**config.mk**
```make
export PLATFORM = sky130hd
export DESIGN_NAME = debounce_edge_detect_flat
export DESIGN_NICKNAME = d
export VERILOG_FILES = /design/src/rtl/debounce_edge_detect_if.sv /design/src/rtl/debounce_edge_detect.sv /design/src/flat_wrapper.sv
export SDC_FILE = /design/constraint.sdc
export NUM_CORES = 1
export LEC_CHECK = 0
export ABC_AREA = 1
export BUFFER_PORTS_ARGS = -buffer_cell sky130_fd_sc_hd__buf_2
export CAP_MARGIN = 20
export CORE_MARGIN = 3
export CORE_UTILIZATION = 50
export CTS_CLUSTER_DIAMETER = 80
export DETAILED_ROUTE_END_ITERATION = 10
export GPL_TIMING_DRIVEN = 0
export PLACE_DENSITY = 0.78
export SETUP_SLACK_MARGIN = 0.15
export SKIP_LAST_GASP = 1
export SLEW_MARGIN = 15
export SYNTH_ARGS = -nofsm -noshare
export SYNTH_HDL_FRONTEND = slang
export SYNTH_SLANG_ARGS = --single-unit
export TNS_END_PERCENT = 10
```
**constraint.sdc**
```tcl
create_clock -name gclk -period 2.2 [get_ports gclk]
set_clock_uncertainty 0.15 [all_clocks]
set_input_delay 0.44 -clock gclk [delete_from_list [all_inputs] [get_ports gclk]]
set_output_delay 0.44 -clock gclk [all_outputs]
set_load 0.03 [all_outputs]
```
**src/rtl/debounce_edge_detect_if.sv**
```systemverilog
// Signal bundle for the debouncer: raw input toward the block, conditioned
// level and edge pulses back out.
interface debounce_edge_detect_if;
  logic d;
  logic q;
  logic rise;
  logic fall;
  logic busy;

  modport master (output d, input q, rise, fall, busy);
  modport slave  (input d, output q, rise, fall, busy);
endinterface

```
**src/rtl/debounce_edge_detect.sv**
```systemverilog
// Two-flop synchroniser followed by a 4-state debounce FSM with a stability
// counter; produces a clean level and one-cycle rise/fall pulses.
module debounce_edge_detect #(
  parameter int STABLE_CYCLES = 4,
  parameter int CNT_W         = 8
) (
  input  logic                 gclk,
  input  logic                 grst,
  debounce_edge_detect_if.slave bus
);

  typedef enum logic [1:0] {LOW, WAIT_HIGH, HIGH, WAIT_LOW} state_t;

  // cnt+1 == STABLE_CYCLES is tested as cnt == LAST so the compare stays CNT_W wide
  localparam logic [CNT_W-1:0] LAST = CNT_W'(STABLE_CYCLES - 1);

  state_t           state, state_nxt;
  logic             s1, s2;
  logic [CNT_W-1:0] cnt, cnt_nxt;
  logic             q_r, q_nxt;
  logic             rise_r, rise_nxt;
  logic             fall_r, fall_nxt;

  always_ff @(posedge gclk) begin
    if (grst) begin
      s1     <= 1'b0;
      s2     <= 1'b0;
      state  <= LOW;
      cnt    <= '0;
      q_r    <= 1'b0;
      rise_r <= 1'b0;
      fall_r <= 1'b0;
    end else begin
      s1     <= bus.d;
      s2     <= s1;
      state  <= state_nxt;
      cnt    <= cnt_nxt;
      q_r    <= q_nxt;
      rise_r <= rise_nxt;
      fall_r <= fall_nxt;
    end
  end

  always_comb begin
    state_nxt = state;
    cnt_nxt   = cnt;
    q_nxt     = q_r;
    rise_nxt  = 1'b0;
    fall_nxt  = 1'b0;
    case (state)
      LOW, WAIT_HIGH: begin
        if (s2) begin
          if (cnt == LAST) begin
            state_nxt = HIGH;
            q_nxt     = 1'b1;
            rise_nxt  = 1'b1;
            cnt_nxt   = '0;
          end else begin
            state_nxt = WAIT_HIGH;
            cnt_nxt   = cnt + CNT_W'(1);
          end
        end else begin
          // any low sample throws away a partial count
          state_nxt = LOW;
          cnt_nxt   = '0;
        end
      end
      HIGH, WAIT_LOW: begin
        if (!s2) begin
          if (cnt == LAST) begin
            state_nxt = LOW;
            q_nxt     = 1'b0;
            fall_nxt  = 1'b1;
            cnt_nxt   = '0;
          end else begin
            state_nxt = WAIT_LOW;
            cnt_nxt   = cnt + CNT_W'(1);
          end
        end else begin
          state_nxt = HIGH;
          cnt_nxt   = '0;
        end
      end
      default: begin
        state_nxt = LOW;
        cnt_nxt   = '0;
      end
    endcase
  end

  assign bus.q    = q_r;
  assign bus.rise = rise_r;
  assign bus.fall = fall_r;
  assign bus.busy = (state == WAIT_HIGH) || (state == WAIT_LOW);

endmodule

```
**src/flat_wrapper.sv**
```systemverilog
// flat-port wrapper written by rule: the top's interface ports become plain ports
module debounce_edge_detect_flat 
#(
  parameter int STABLE_CYCLES = 4,
  parameter int CNT_W         = 8
)
  (gclk, grst, bus_d, bus_q, bus_rise, bus_fall, bus_busy);
  debounce_edge_detect_if bus_i ();
  input  logic gclk;
  input  logic grst;
  input wire logic [$bits(bus_i.d)-1:0] bus_d;
  output wire logic [$bits(bus_i.q)-1:0] bus_q;
  output wire logic [$bits(bus_i.rise)-1:0] bus_rise;
  output wire logic [$bits(bus_i.fall)-1:0] bus_fall;
  output wire logic [$bits(bus_i.busy)-1:0] bus_busy;
  assign bus_i.d = bus_d;
  assign bus_q = bus_i.q;
  assign bus_rise = bus_i.rise;
  assign bus_fall = bus_i.fall;
  assign bus_busy = bus_i.busy;
  debounce_edge_detect #(.STABLE_CYCLES(STABLE_CYCLES), .CNT_W(CNT_W)) u_core (.gclk(gclk), .grst(grst), .bus(bus_i));
endmodule
```
Word level (Yosys, flattened, before mapping)

Cells that the tools add are included.

Add/subtract/negate cells: 1
Eq/ne operators: 8
Multiplexer cells: 15
Bitwise operators: 3
Reductions and logical operators: 7

Operator list:

| kind                                                                   | count |
|---|---|
| 8-bit 2-to-1 mux                                                       | 3 |
| 8-bit case mux with 2 select lines                                     | 1 |
| 8-bit by 1-bit adder with 8-bit output (second input constant)         | 1 |
| 8-bit by 2-bit equality test with 1-bit output (second input constant) | 1 |
| 2-bit 2-to-1 mux                                                       | 4 |
| 2-bit by 1-bit != test with 1-bit output (second input constant)       | 3 |
| 3-bit OR reduction                                                     | 2 |
| 1-bit 2-to-1 mux                                                       | 5 |
| 2-bit equality test (second input constant)                            | 2 |
| 2-bit case mux with 2 select lines                                     | 1 |
| 4-bit AND reduction                                                    | 1 |
| 2-bit OR reduction                                                     | 2 |
| 1-bit inverter                                                         | 3 |
| 2-bit by 1-bit equality test with 1-bit output (second input constant) | 1 |
| 2-bit logical NOT                                                      | 1 |
| 2-bit != test (second input constant)                                  | 1 |
| 1-bit case mux with 2 select lines                                     | 1 |
| 1-bit logical OR                                                       | 1 |

Register bits after elaboration: 15
Input bits: 3
Logic and storage cells: 41

Depth between registers and ports, before layout

Depth after elaboration: 4
Mapped depth: 8

Worst setup path before layout

No wires, ideal clock.

Path type: reg2reg
From: reg u_core.cnt[0]
To: reg u_core.cnt[5]
Library setup time: 0.115 ns
Arrival: 0.993 ns
Data required time: 1.935 ns
Setup slack: 0.942 ns
Stages on the path, launching flop included: 7
Path buffers: 0
Clock period less this slack: 1.258 ns
Cells stage by stage: dfxtp_1 ha_1 nand2_1 nor2_2 nand2_2 nand2_4 nor2_1

Longest elaborated chain between the ends: 4
Elaborated cells on any way between the ends: 6
Classes of those cells: 1 x add/sub; 1 x eq/ne; 4 x mux

RTL lines:

| element                                                                                                  | RTL line                                               | source |
|---|---|---|
| from (decl)                                                                                              | debounce_edge_detect.sv:19                             | `logic [CNT_W-1:0] cnt, cnt_nxt;` |
| from (signal assigned)                                                                                   | debounce_edge_detect.sv:37                             | `cnt <= cnt_nxt;` |
| 8-bit by 1-bit adder with 8-bit output or 8-bit by 2-bit equality test with 1-bit output (tied branches) | --                                                     |  |
| 8-bit 2-to-1 mux (*)                                                                                     | debounce_edge_detect.sv:53, debounce_edge_detect.sv:70 |  |
| 8-bit 2-to-1 mux (on tied branches)                                                                      | debounce_edge_detect.sv:69, debounce_edge_detect.sv:52 |  |
| 8-bit case mux with 2 select lines (*)                                                                   | debounce_edge_detect.sv:50                             | `case (state)` |

Every way passes the cells marked *; elsewhere a longest branch is shown, timed or not.
A chain may end at the register's enable or synchronous reset.

Final worst setup path

From: reg u_core.state[0]
To: out bus_busy

Longest elaborated chain between the ends: 2
Elaborated cells on any way between the ends: 3
Classes of those cells: 2 x eq/ne; 1 x reduce/logical

RTL lines:

| element                                                                               | RTL line                   | source |
|---|---|---|
| from (decl)                                                                           | debounce_edge_detect.sv:17 | `state_t state, state_nxt;` |
| from (signal assigned)                                                                | debounce_edge_detect.sv:36 | `state <= state_nxt;` |
| 2-bit by 1-bit equality test with 1-bit output or 2-bit equality test (tied branches) | debounce_edge_detect.sv:94 | `assign bus.busy = (state == WAIT_HIGH) \|\| (state == WAIT_LOW);` |
| 1-bit logical OR (*)                                                                  | debounce_edge_detect.sv:94 |  |
| to (decl)                                                                             | flat_wrapper.sv:15         | `output wire logic [$bits(bus_i.busy)-1:0] bus_busy;` |

Marks and branches as above.

==> run metrics <==
post-DP HPWL=835 um; core footprint=1190 sq um; MaxCap Viol Count=0; Detail Route Antenna Nets=0; FILL cells=121; PortBufs=6; top-count cell post-synth=nor2_1; vias in the first global route=516; Die Y=42.8 um; CTS root buf=clkbuf_4; CTS Sinks=15; first-pass GRT wire length=1990 um; critical path required time=1610 ps; Die Footprint=1830 sq um; Synth area leaders=dfxtp_1 44%, nor2_1 12%, nand2_1 11%, inv_1 10%, nand3_1 4.4%; Inserted Diodes=0; TritonCTS clock tree=done; M1 WL=525 um; leakage power=0.372 nW; Worst VDD drop=0.000484 V; Mapped Cells=96; final hold violations=0; clock slew at reported path FFs=80 ps; largest net degree at the start of global routing=10; Slew @ Worst Pin=201 ps; io pins=7; Starting DRT DRC Count=10; Hold WC Path Type=in -> reg; number of buffers created by CTS=3; Synth warnings=0; Die Wd=42.8 um; CTS H-tree depth=1; Yosys reg bits=15; relative slew slack=0.866; Synth top cells by count=22 x nor2_1, 20 x nand2_1, 18 x inv_1, 15 x dfxtp_1, 6 x nand3_1; Placement Rows=12; Post-synth EDFFs=0; startpoint types=flip-flop; DR vias=559; Hold Path Depth=3; CTS max path bufs=2; FMAX=0.695 GHz; PostCTS Resize Cnt=0; DR vias/cell=4.66; Initial Util=0.571; power per cell area=593 nW/um^2; top-area cell type share of the netlist area=0.444; post-route clock period utilization=0.654; top cell type by total area after synthesis=dfxtp_1; WL final=1100 um; worst skew pair latency=290 ps; Worst EP arrival=850 ps; WL met3=37 um; Final min period=1440 ps; post-synthesis sequential area ratio=0.444; met2 routed WL=495 um; setup violators final=0; Area Growth Syn to Fin=10.9%; Pwr Total=0.445 mW; GRT Total Usage=0.144; DRC viols=0; Post-Syn Area=677 sq um; status=finished, final reports clean; final-stage net count=112; Setup crit end kind=output port; Netlist cell types=17; CTS hold repair buffers=0; initial antenna violation count=0; kind of critical path=reg -> out; Syn Area/Cell=7.05 sq um; Top Layer Used=met4; crit path max fanout=1; DRT Pass-1 Iters=4; post-CTS setup buffer count=0; Synth Net Count=101; total global routing overflow=0; fraction of layout cells with a size suffix above 1=0.160; asr flop ratio synth=0; worst reg-to-reg path cell count=6; main flop type after synthesis=dfxtp_1; max-slew violations=0; post-route setup TNS=0 ps; RSZ-0062 raised after global routing=no; GP Congestion=0.754; WL per Instance=9.15 um
==> through the flow <==
step                hold slack (ps)  instances   util  instance area [sq um]  worst slack [ps]
floorplan                       238         96      -                    677               942
finish                          207        120  0.633                    751               760
detailed placement              249        116  0.611                    724               845
global route                    207        120  0.633                    751               702
CTS                             199        120  0.633                    751               748
global placement                241        116  0.611                    724               861
==> cell families (layout without fill, tap and decap cells) <==
kind of cell               Yosys count  after routing  share of synthesized area
and+or+nand+nor                     55             55                      0.362
buffers and inverters               20             30                      0.111
DFF                                 15             15                      0.444
adders and majority gates            2              2                     0.0370
AOI/OAI and AO/OA                    2              2                     0.0203
xor gates and xnor gates             2              2                     0.0259
==> power breakdown <==
part	switching, mW	leakage [nW]	internal, mW
Sequential	0.00160	0.121	0.274
Clock	0.0869	0.0150	0.0705
Combinational	0.00807	0.235	0.00411
Total	0.0966	0.372	0.349
==> metal layers <==
layer  track usage  vias to the layer above
li1              -                      306
met1         0.176                      238
met2         0.219                       10
met3        0.0254                        5
met4         0.112                        0
met5             0                        -
==> worst max-delay path, cell delays in order, from the launching register on <==
cell      delay [ps]
dfxtp_1          310
clkbuf_1          70
buf_2            180
==> sequential cells by signal, indices dropped and copies added (netlist names) <==
signal / flops
u_core.s1: 1
u_core.state: 2
u_core.bus.fall: 1
u_core.bus.q: 1
u_core.bus.rise: 1
u_core.s2: 1
u_core.cnt: 8
==> cell usage in the layout, fill, tap and decap left out, drive strengths merged <==
master / instances
nand4: 1
nor2: 25
xor2: 2
ha: 2
nand2: 22
dfxtp: 15
clkbuf: 5
inv: 19
a21oi: 1
buf: 6
nand3: 7
o21ai: 1
==> final cells by class <==
class,count,area (sq um),area share
multi-input cells,61,302,0.402
flip-flops and latches,15,300,0.400
well taps,14,17.5,0.0233
clock buffers,4,26.3,0.0350
repair buffers,6,30.0,0.0400
inverters,19,71.3,0.0950
plain buffers,1,3.75,0.00500
==> path summary, 6_finish.rpt <==
kind	from	to	slack, ps
worst max register to register	u_core.cnt[0]	u_core.cnt[7]	840
worst max-delay path	u_core.state[0]	bus_busy	760
worst min register to register	u_core.s1	u_core.s2	260
worst min-delay path	bus_d	u_core.s1	210
Note: power is estimated with default switching activity, not from simulation.
